==> src/rtl/scan_chain_sequencer.sv <==
// rtl/scan_chain_sequencer.sv - scan chain load/readback and run-control sequencer
module scan_chain_sequencer #(
    parameter int CHAIN_LEN   = 152,
    parameter int RUN_TIMEOUT = 1024
) (
    input  logic        clk,
    input  logic        rst,
    input  logic        cmd_valid,
    input  logic [1:0]  cmd,
    output logic        cmd_ready,
    input  logic        abort,
    input  logic        wr_valid,
    input  logic [7:0]  wr_data,
    output logic        wr_ready,
    output logic        rd_valid,
    output logic [7:0]  rd_data,
    input  logic        rd_ready,
    output logic        scan_enable,
    output logic        scan_in,
    input  logic        scan_out,
    output logic        proc_en,
    input  logic        halt,
    output logic        done,
    output logic        timeout,
    output logic [15:0] run_cycles
);
    localparam int            BW       = $clog2(CHAIN_LEN + 1);
    localparam logic [BW-1:0] BITS_ALL = BW'(CHAIN_LEN);
    localparam logic [BW-1:0] BITS_ONE = BW'(1);
    localparam logic [15:0]   RUN_LAST = 16'(RUN_TIMEOUT - 1);
    localparam logic [1:0]    CMD_LOAD = 2'b00;
    localparam logic [1:0]    CMD_RUN  = 2'b01;
    localparam logic [1:0]    CMD_READ = 2'b10;

    typedef enum logic [2:0] {
        S_IDLE,
        S_LD_WAIT,
        S_LD_SHIFT,
        S_RUN,
        S_RD_SHIFT,
        S_RD_HOLD
    } state_t;

    state_t          state;
    state_t          nxt;
    logic            done_nxt;
    logic [BW-1:0]   bits_left;
    logic [2:0]      bit_idx;
    logic [6:0]      load_sreg;
    logic            load_bit;
    logic            last_bit;
    logic            byte_end;
    logic            run_limit;

    assign last_bit  = (bits_left == BITS_ONE);
    assign byte_end  = (bit_idx == 3'd7) || last_bit;
    assign run_limit = (run_cycles == RUN_LAST);

    // Readback recirculates the chain tail straight back into its head so
    // the chain sees no extra pipeline stage; loading drives a registered bit.
    assign scan_in = (state == S_RD_SHIFT) ? scan_out : load_bit;

    // Next state and completion pulse; abort overrides every transition.
    always_comb begin
        nxt      = state;
        done_nxt = 1'b0;
        if (abort) begin
            nxt = S_IDLE;
        end else begin
            case (state)
                S_IDLE: begin
                    if (cmd_valid) begin
                        case (cmd)
                            CMD_LOAD: nxt = S_LD_WAIT;
                            CMD_READ: nxt = S_RD_SHIFT;
                            CMD_RUN: begin
                                if (halt) begin
                                    done_nxt = 1'b1;
                                end else begin
                                    nxt = S_RUN;
                                end
                            end
                            default: done_nxt = 1'b1;
                        endcase
                    end
                end
                S_LD_WAIT: begin
                    if (wr_valid) nxt = S_LD_SHIFT;
                end
                S_LD_SHIFT: begin
                    if (last_bit) begin
                        nxt      = S_IDLE;
                        done_nxt = 1'b1;
                    end else if (bit_idx == 3'd7) begin
                        nxt = S_LD_WAIT;
                    end
                end
                S_RUN: begin
                    if (halt || run_limit) begin
                        nxt      = S_IDLE;
                        done_nxt = 1'b1;
                    end
                end
                S_RD_SHIFT: begin
                    if (byte_end) nxt = S_RD_HOLD;
                end
                S_RD_HOLD: begin
                    if (rd_ready) begin
                        if (bits_left == '0) begin
                            nxt      = S_IDLE;
                            done_nxt = 1'b1;
                        end else begin
                            nxt = S_RD_SHIFT;
                        end
                    end
                end
                default: nxt = S_IDLE;
            endcase
        end
    end

    // State register, registered outputs decoded from the next state, and datapath.
    always_ff @(posedge clk or negedge rst) begin
        if (!rst) begin
            state       <= S_IDLE;
            cmd_ready   <= 1'b1;
            wr_ready    <= 1'b0;
            rd_valid    <= 1'b0;
            rd_data     <= 8'h00;
            scan_enable <= 1'b0;
            proc_en     <= 1'b0;
            done        <= 1'b0;
            timeout     <= 1'b0;
            run_cycles  <= 16'h0000;
            bits_left   <= '0;
            bit_idx     <= 3'd0;
            load_sreg   <= 7'h00;
            load_bit    <= 1'b0;
        end else begin
            state       <= nxt;
            cmd_ready   <= (nxt == S_IDLE);
            wr_ready    <= (nxt == S_LD_WAIT);
            rd_valid    <= (nxt == S_RD_HOLD);
            scan_enable <= (nxt == S_LD_SHIFT) || (nxt == S_RD_SHIFT);
            proc_en     <= (nxt == S_RUN);
            done        <= done_nxt;

            // Every proc_en-high cycle counts, including one cut short by abort.
            if (state == S_RUN && run_cycles != 16'hFFFF) begin
                run_cycles <= run_cycles + 16'd1;
            end

            if (!abort) begin
                case (state)
                    S_IDLE: begin
                        if (cmd_valid) begin
                            bits_left <= BITS_ALL;
                            bit_idx   <= 3'd0;
                            if (cmd == CMD_READ) rd_data <= 8'h00;
                            if (cmd == CMD_RUN) begin
                                run_cycles <= 16'h0000;
                                timeout    <= 1'b0;
                            end
                        end
                    end
                    S_LD_WAIT: begin
                        if (wr_valid) begin
                            load_bit  <= wr_data[0];
                            load_sreg <= wr_data[7:1];
                            bit_idx   <= 3'd0;
                        end
                    end
                    S_LD_SHIFT: begin
                        load_bit  <= load_sreg[0];
                        load_sreg <= {1'b0, load_sreg[6:1]};
                        bits_left <= bits_left - BITS_ONE;
                        bit_idx   <= bit_idx + 3'd1;
                    end
                    S_RUN: begin
                        // A simultaneous halt takes priority over the timeout flag.
                        if (run_limit && !halt) timeout <= 1'b1;
                    end
                    S_RD_SHIFT: begin
                        rd_data[bit_idx] <= scan_out;
                        bits_left        <= bits_left - BITS_ONE;
                        bit_idx          <= bit_idx + 3'd1;
                    end
                    S_RD_HOLD: begin
                        if (rd_ready && bits_left != '0) begin
                            rd_data <= 8'h00;
                            bit_idx <= 3'd0;
                        end
                    end
                    default: ;
                endcase
            end
        end
    end

endmodule

==> config.mk <==
export PLATFORM = sky130hd
export DESIGN_NAME = scan_chain_sequencer
export DESIGN_NICKNAME = d
export VERILOG_FILES = /design/src/rtl/scan_chain_sequencer.sv
export SDC_FILE = /design/constraint.sdc
export NUM_CORES = 1
export LEC_CHECK = 0
export BUFFER_PORTS_ARGS = -buffer_cell sky130_fd_sc_hd__buf_2
export CORE_ASPECT_RATIO = 0.9
export CORE_MARGIN = 3
export CORE_UTILIZATION = 45
export CTS_CLUSTER_SIZE = 30
export DETAILED_ROUTE_END_ITERATION = 16
export PLACE_DENSITY = 0.66
export RECOVER_POWER = 25
export SYNTH_ARGS = -nofsm -noshare
export SYNTH_HDL_FRONTEND = slang
export SYNTH_SLANG_ARGS = --single-unit
==> constraint.sdc <==
create_clock -name clk -period 4.4 [get_ports clk]
set_clock_uncertainty 0.15 [all_clocks]
set_input_delay 0.88 -clock clk [delete_from_list [all_inputs] [get_ports clk]]
set_output_delay 0.88 -clock clk [all_outputs]
set_load 0.02 [all_outputs]
; ---- Word level (Yosys, flattened, before mapping)
; Index checks and enable logic that the tools add are counted.
[word_totals]
ff_bits = 53
inputBits = 18
out_inout_bits = 32
elab_cells = 115
[op_classes]
n_addsub = 3
magnitude_cmp = 2
eq_ne = 22
mux = 48
n_bitwise = 1
reduce_logical = 25
[ops]
columns = operator, n
row1 = 16-bit 2-to-1 mux, 5
row2 = 3-bit 2-to-1 mux, 13
row3 = 8-bit 2-to-1 mux, 4
row4 = 8-bit one-hot mux with 3 select lines, 1
row5 = 3-bit one-hot mux with 6 select lines, 1
row6 = 16-bit by 1-bit adder with 16-bit output (second input constant), 1
row7 = 16-bit by 10-bit equality test with 1-bit output (second input constant), 1
row8 = 16-bit inequality test (second input constant), 1
row9 = 8-bit one-hot mux with 2 select lines, 1
row10 = 3-bit equality test (second input constant), 5
row11 = 5-bit AND reduction, 3
row12 = 7-bit one-hot mux with 2 select lines, 1
row13 = 1-bit 2-to-1 mux, 13
row14 = 3-bit by 2-bit equality test with 1-bit output (second input constant), 4
row15 = 3-bit one-hot mux with 4 select lines, 1
row16 = 2-bit inequality test (second input constant), 5
row17 = 3-bit one-hot mux with 3 select lines, 1
row18 = 8-bit bitwise mux, 1
row19 = 8-bit by 1-bit equality test with 1-bit output (second input constant), 1
row20 = 8-bit logical NOT, 1
row21 = 8-bit nonzero test, 1
row22 = 8-bit by 1-bit subtractor with 8-bit output (second input constant), 1
row23 = 7-bit 2-to-1 mux, 1
row24 = 3-bit by 1-bit equality test with 1-bit output (second input constant), 2
row25 = other kinds (20), 32

; ---- Logic depth before layout (Yosys ltp)
; Gate-level depths: netlist of the first run.
[logic_depth]
word_depth = 7
depth_mapped = 8
ltp_nobuf = 7

; ---- Worst setup path after synthesis of the first run
; OpenSTA, ideal clock, no wires.
[synth_timing]
path_kind = flip-flop to output port
start = reg state[1]
end = out scan_in
t_arrival_ns = 1.274
t_required_ns = 3.370
path_slack_ns = 2.096
stages_incl_launch_ff = 7
n_path_buf = 2
cell_sequence = dfrtp_1 buf_4 nand2b_1 nor2_1 buf_2 nand2_1 nand2_1
[synth_between]
elab_chain_cells = 2
[synth_rtl]
columns = element, line_no
row1 = start: declaration, 44  ; state_t state;
row2 = start signal: assignment, 140  ; state <= nxt;
row3 = 3-bit equality test, 61  ; assign scan_in = (state == S_RD_SHIFT) ? scan_out : load_bit;
row4 = 1-bit 2-to-1 mux, 61
row5 = end: declaration, 19  ; output logic scan_in,
; No other way between the ends.

; ---- Worst setup path after layout of the first run
[layout_timing]
start = reg state[2]
end = out scan_in
; Same word-level chain as after synthesis.

==> metrics.yaml, run 1 <==
num_rows: 27
slew_headroom: -0.161
synthFlopType: "dfrtp_1"
synth.distinct_cells: 57
avgViaCountPerCell: 5.46
layout_min_cycle_time_ps: 3110
synth_area_sq_um: 2940
cts_resized: 0
report.final.slew_viol_count: 34
maxCapViolCount: 1
vias: 2399
leakage_nw: 1.52
dp_cells: 431
yosysMostFrequentCell: "dfrtp_1"
insertion_delay_ps: 300
max_freq_mhz: 322
fin_setup_tns_ps: 0
die-height_microns: 82.7
drt-pass1-iter-count: 4
wl_microns: 6300
antenna_cells: 0
cp-start-kind: "flip-flop"
synth-seq-cells: 53
end_kind: "output port"
ant_nets: 0
cp_cell_sequence: "nand2b_1, nor2_1, nand2_1, nand2_1, buf_2"
p_per_area_nw_per_um2: 475
tightest_slew_ps: 1740
syn_inst: 306
critPathRequiredTime_ps: 3370
critPathKind: "flip-flop to output port"
path_buf_inv: 1
io_buffers: 49
cts_buffers: 5
ys_warn_count: 0
violations: "max-capacitance violations, max-slew violations"
critPathMaxStageDelay_ps: 710
grt_pass1_vias: 2197
root_buffer: "clkbuf_8"
holdWs_ps: 330
wl_per_cell_microns: 14.4
place_congestion: 0.873
synth_largest_area_cell: "dfrtp_1"
utilization: 0.541
slowest_stage: "dfrtp_1"
drt-initial-drc-count: 98
async_flop_share: 1.00
groute.usage.overall: 0.178
hpwlAfterDp_microns: 4530
ir_drop_mv: 0.259
start_util: 0.473
rsz0062_at_grt: "no"
dieArea_sq_um: 7540
crit_family: "simple AND/OR/NAND/NOR gates"
coreArea_sq_um: 6220
finalCritPeriodShare: 0.707
grt_pass1_wl_microns: 10900
area_growth_pct: 14.4
synth_edf_count: 0
setup_viol_count_final: 0
synth_area_leaders: "dfrtp_1, o21ai_0, nand2_1, nor2_1, mux2i_1"
ctsHoldBuffers: 0
postSynthAreaPerCell_sq_um: 9.60
synth_top_area_frac: 0.443
finalHoldViolations: 0
final_cells: 439
nFillCells: 604
grt_max_degree: 34
synth_nets: 329
status: "finished, violations left"
drive_gt1_frac: 0.196
die_x_microns: 91.2
route.detailed.drc: 0
ioPinCount: 50
cts_tree: "built"
synth-seq-area-share: 0.452
fin_nets: 374
cts_setup_buffers: 0
synthTopCellsByCount: "dfrtp_1, nand2_1, nor2_1"
hp-class: "flip-flop to flip-flop"
cp_common_cell: "nand2_1"
worstPathArrival_ps: 2080
gr-total-overflow: 0
antenna_found_initial: 0
clk_pin_slew_ps: 90
h-tree-depth: 2
cts_max_path_buffers: 2
cp_max_fo: 18
cts_sinks: 53
==> layout make-up <==
type                    count  area, sq um  share of cell area
clock inverters             3         65.1              0.0194
clock buffers               5         68.8              0.0205
flip-flops and latches     53         1330               0.395
well taps                  87          109              0.0324
inverters                   7         26.3             0.00782
repair buffers             51          255              0.0759
multi-input cells         233         1510               0.449
==> placed cells by master, fill, tap and decap left out, types with 2 or more instances in the layout <==
cell       count
clkbuf_8       5
a21oi_1       11
o21ai_0       24
xnor2_1        3
o31a_1         2
nor2_1        28
dfrtp_1       52
nand2b_1       6
xor2_1        10
and4_1         3
o21bai_1       2
nor3_1         7
o31ai_1        3
inv_1          7
ha_1           5
buf_2         48
bufinv_16      2
clkbuf_1       2
nand2_1       31
and2_1         4
nor2b_1        4
a21o_1         5
nor3b_1        5
nor4_1         2
o2bb2ai_1      6
a22o_1         2
and3_1         2
nor3_2         2
or3_1          6
a21oi_2        2
nand4b_1       2
mux2i_1        9
a31oi_1        3
nand3_1       12
nor4bb_1       2
nand4_1       10
==> worst register-to-register path, stage by stage, from the launching register on <==
cell	delay [ps]
dfrtp_1	450
ha_1	250
and4_1	290
a41oi_2	520
nand4_1	250
or3_1	350
a21oi_1	140
==> report_power, final <==
part / switching [mW] / leakage, nW / total [mW] / internal (mW)
registers: 0.147 / 0.695 / 0.756 / 0.609
logic: 0.269 / 0.760 / 0.456 / 0.187
clock network: 0.158 / 0.0681 / 0.384 / 0.226
total: 0.574 / 1.52 / 1.60 / 1.02
==> cell families (layout without fill, tap and decap cells) <==
logic type / after synthesis / count (layout) / share of synthesized area
compound gates: 74 / 74 / 0.174
buf+inv: 20 / 66 / 0.0345
simple gates: 132 / 132 / 0.249
xor+xnor: 13 / 13 / 0.0388
fa+ha+maj: 5 / 5 / 0.0213
mux: 9 / 9 / 0.0307
flops: 53 / 53 / 0.452
==> state kept, by name, summed over array words and instances (netlist names), 3 cells and up <==
register,cells
run_cycles,16
bits_left,8
rd_data,8
load_sreg,7
bit_idx,3
state,3
==> final timing paths <==
| check | slack, ps | endpoint | depth (start not counted) | start |
|---|---|---|---|---|
| setup reg to reg | 1940 | run_cycles[13]$_DFF_PN0_ | 6 | run_cycles[0]$_DFF_PN0_ |
| max in group asynchronous | 1310 | load_sreg[2]$_DFFE_PN0P_ | 2 | rst |
| hold / removal | 330 | rd_data[4]$_DFFE_PN0P_ | 1 | rd_data[4]$_DFFE_PN0P_ |
| hold reg to reg | 330 | rd_data[4]$_DFFE_PN0P_ | 1 | rd_data[4]$_DFFE_PN0P_ |
| min in group asynchronous | 610 | bits_left[2]$_DFFE_PN0P_ | 1 | rst |
| setup / recovery | 1290 | scan_in | 5 | state[2]$_DFF_PN0_ |
==> per-layer routing <==
layer / vias up / share of wire / routed length (microns) / track usage
li1: 1206 / - / - / -
met1: 1152 / 0.51 / 3180 / 0.260
met2: 39 / 0.46 / 2890 / 0.281
met3: 2 / 0.031 / 198 / 0.0317
met4: 0 / 0.0044 / 28 / 0.0361
met5: - / 0 / 0 / 0
==> stage by stage <==
stage / area (sq um) / setup slack [ps] / power (mW)
3_3_place_gp: 3230 / 1690 / 1.21
4_1_cts: 3370 / 1300 / 1.61
6_report: 3360 / 1290 / 1.60
3_5_place_dp: 3230 / 1610 / 1.22
5_1_grt: 3360 / 678 / 1.72
2_1_floorplan: 2940 / 2100 / 1.07
Note: power is estimated with default switching activity, not from simulation.
==> run 2, diff against run 1 <==
- PLACE_DENSITY: 0.66 -> 0.69
- clock period: 4.4 -> 2.6 ns (I/O delays scaled with it)
==> run 2 against run 1 <==
  * The run now ends clean
  * Via count rose by 0.33%
  * Sequential power rose by 69%
  * Sequential share of layout area is 0.24 points higher
  * Global-route usage hardly changed
  * Critical endpoint unchanged
  * Final cell count grew 0.91%
  * Non-clock buffer count grew 4
  * Die area unchanged
  * Worst hold slack got worse by 19 ps
  * Combinational power rose by 73%
  * Cell area decreased by 0.52%
==> metrics.yaml, run 2 (synthesis gave the netlist of run 1 again) <==
status: "finished, final reports clean"
antenna_cells: 0
seq_power_share: 0.506
ant_nets: 0
cts_buffers: 5
slowest_stage: "dfrtp_1"
utilization: 0.538
critPathMaxStageDelay_ps: 550
clk_pin_slew_ps: 100
rsz0062_at_grt: "no"
maxCapViolCount: 0
end_kind: "output port"
path_buf_inv: 1
grt_max_degree: 31
die-height_microns: 82.7
io_buffers: 49
final_cells: 443
total_power_mw: 2.52
leakage_nw: 1.52
cp_cell_sequence: "nand2b_1, nor2_1, nand2_1, nand2_1, buf_2"
layout_common_cells: "dfrtp_1, buf_2, nand2_1, nor2_1, o21ai_0"
cp-start-kind: "flip-flop"
groute.usage.overall: 0.179
root_buffer: "clkbuf_8"
wl_microns: 6480
drive_gt1_frac: 0.205
route.detailed.drc: 0
max_freq_mhz: 412
num_rows: 27
design_area_sq_um: 3340
dp_cells: 435
cts_max_path_buffers: 2
ctsHoldBuffers: 0
finalCritPeriodShare: 0.933
crit_family: "simple AND/OR/NAND/NOR gates"
cts_tree: "built"
grt_pass1_vias: 2232
hp-class: "primary input to async pin"
setup_viol_count_final: 0
p_per_area_nw_per_um2: 755
cts_sinks: 53
gr-total-overflow: 0
ioPinCount: 50
finalHoldViolations: 0
ir_drop_mv: 0.345
die_x_microns: 91.2
area_growth_pct: 13.8
layout_min_cycle_time_ps: 2430
fin_nets: 378
antenna_found_initial: 0
tightest_slew_ps: 1270
wl_per_cell_microns: 14.6
p_int_mw: 1.55
place_area_sq_um: 3270
drt-initial-drc-count: 156
cp_common_cell: "nand2_1"
slew_headroom: 0.156
report.final.slew_viol_count: 0
drt-pass1-iter-count: 4
fin_setup_tns_ps: 0
vias: 2407
power_switching_mw: 0.977
start_util: 0.473
reg2reg_slack_ps: 410
critPathKind: "flip-flop to output port"
cp_max_fo: 13
grt_pass1_wl_microns: 10800
nFillCells: 609
combPwrFrac: 0.312
hpwlAfterDp_microns: 4780
worstPathArrival_ps: 1760
coreArea_sq_um: 6220
largestRegisters: "run_cycles (16), bits_left (8), rd_data (8)"
dieArea_sq_um: 7540
avgViaCountPerCell: 5.43
place_congestion: 0.800
insertion_delay_ps: 310
largest_reg_flops: 16
p_sw_frac: 0.387
regMostFlops: "run_cycles"
critPathRequiredTime_ps: 1930
layout_commonest_cell: "dfrtp_1"
h-tree-depth: 2
p_clk_frac: 0.181
[run 2: final timing paths]
| path | endpoint | cells after the start | start |
|---|---|---|---|
| hold / removal | rd_data[6]$_DFFE_PN0P_ | 1 | rst |
| min in group clk | rd_data[4]$_DFFE_PN0P_ | 1 | rd_data[4]$_DFFE_PN0P_ |
| setup reg to reg | rd_valid$_DFF_PN0_ | 7 | bits_left[1]$_DFFE_PN0P_ |
| hold reg to reg | rd_data[4]$_DFFE_PN0P_ | 1 | rd_data[4]$_DFFE_PN0P_ |
| setup / recovery | scan_in | 5 | state[1]$_DFF_PN0_ |
| max in group asynchronous | state[2]$_DFF_PN0_ | 2 | rst |
[run 2: area by class of cell]
| class | instances | area (sq um) | share of cell area |
|---|---|---|---|
| clock buffer | 7 | 76.3 | 0.0228 |
| timing repair buffer | 55 | 287 | 0.0857 |
| clock inverter | 1 | 7.51 | 0.00225 |
| multi-input combinational | 233 | 1510 | 0.451 |
| tap | 87 | 109 | 0.0326 |
| inverter | 7 | 26.3 | 0.00786 |
| sequential | 53 | 1330 | 0.397 |
[run 2: worst reg2reg max path: stages (launching register included)]
cell	delay [ps]
dfrtp_1	420
inv_1	120
ha_1	150
nor3b_1	340
a21boi_0	160
o21ba_2	230
o31a_2	360
and2_1	170
[run 2: repair_timing]
| item | 4_1_cts | 5_1_grt |
|---|---|---|
| endpoints found under the setup margin | 0 | 1 |
| gates resized for setup | 0 | 1 |
| buffers inserted | 0 | 0 |
| endpoints found under the hold margin | 0 | 0 |
[run 2: power groups by stage]
stage	clock network, mW	registers [mW]	logic, mW
finish	0.458	1.28	0.788
CTS	0.473	1.28	0.797
global route	0.506	1.32	0.877
detailed placement	0	1.29	0.795
global placement	0	1.29	0.777
floorplan	0	1.33	0.480
[run 2: through the flow]
step                hold slack (ps)  worst slack [ps]
global route                    353              30.1
floorplan                      74.4               531
finish                          310               174
global placement                312               458
detailed placement              313               429
CTS                            53.4              81.2
[run 2: layer usage]
metal / up-vias / routed length (microns) / global-route usage / part of all wire
li1: 1210 / - / - / -
met1: 1142 / 3210 / 0.257 / 0.50
met2: 47 / 2950 / 0.273 / 0.46
met3: 8 / 242 / 0.0380 / 0.037
met4: 0 / 73 / 0.0512 / 0.011
met5: - / 0 / 0 / 0
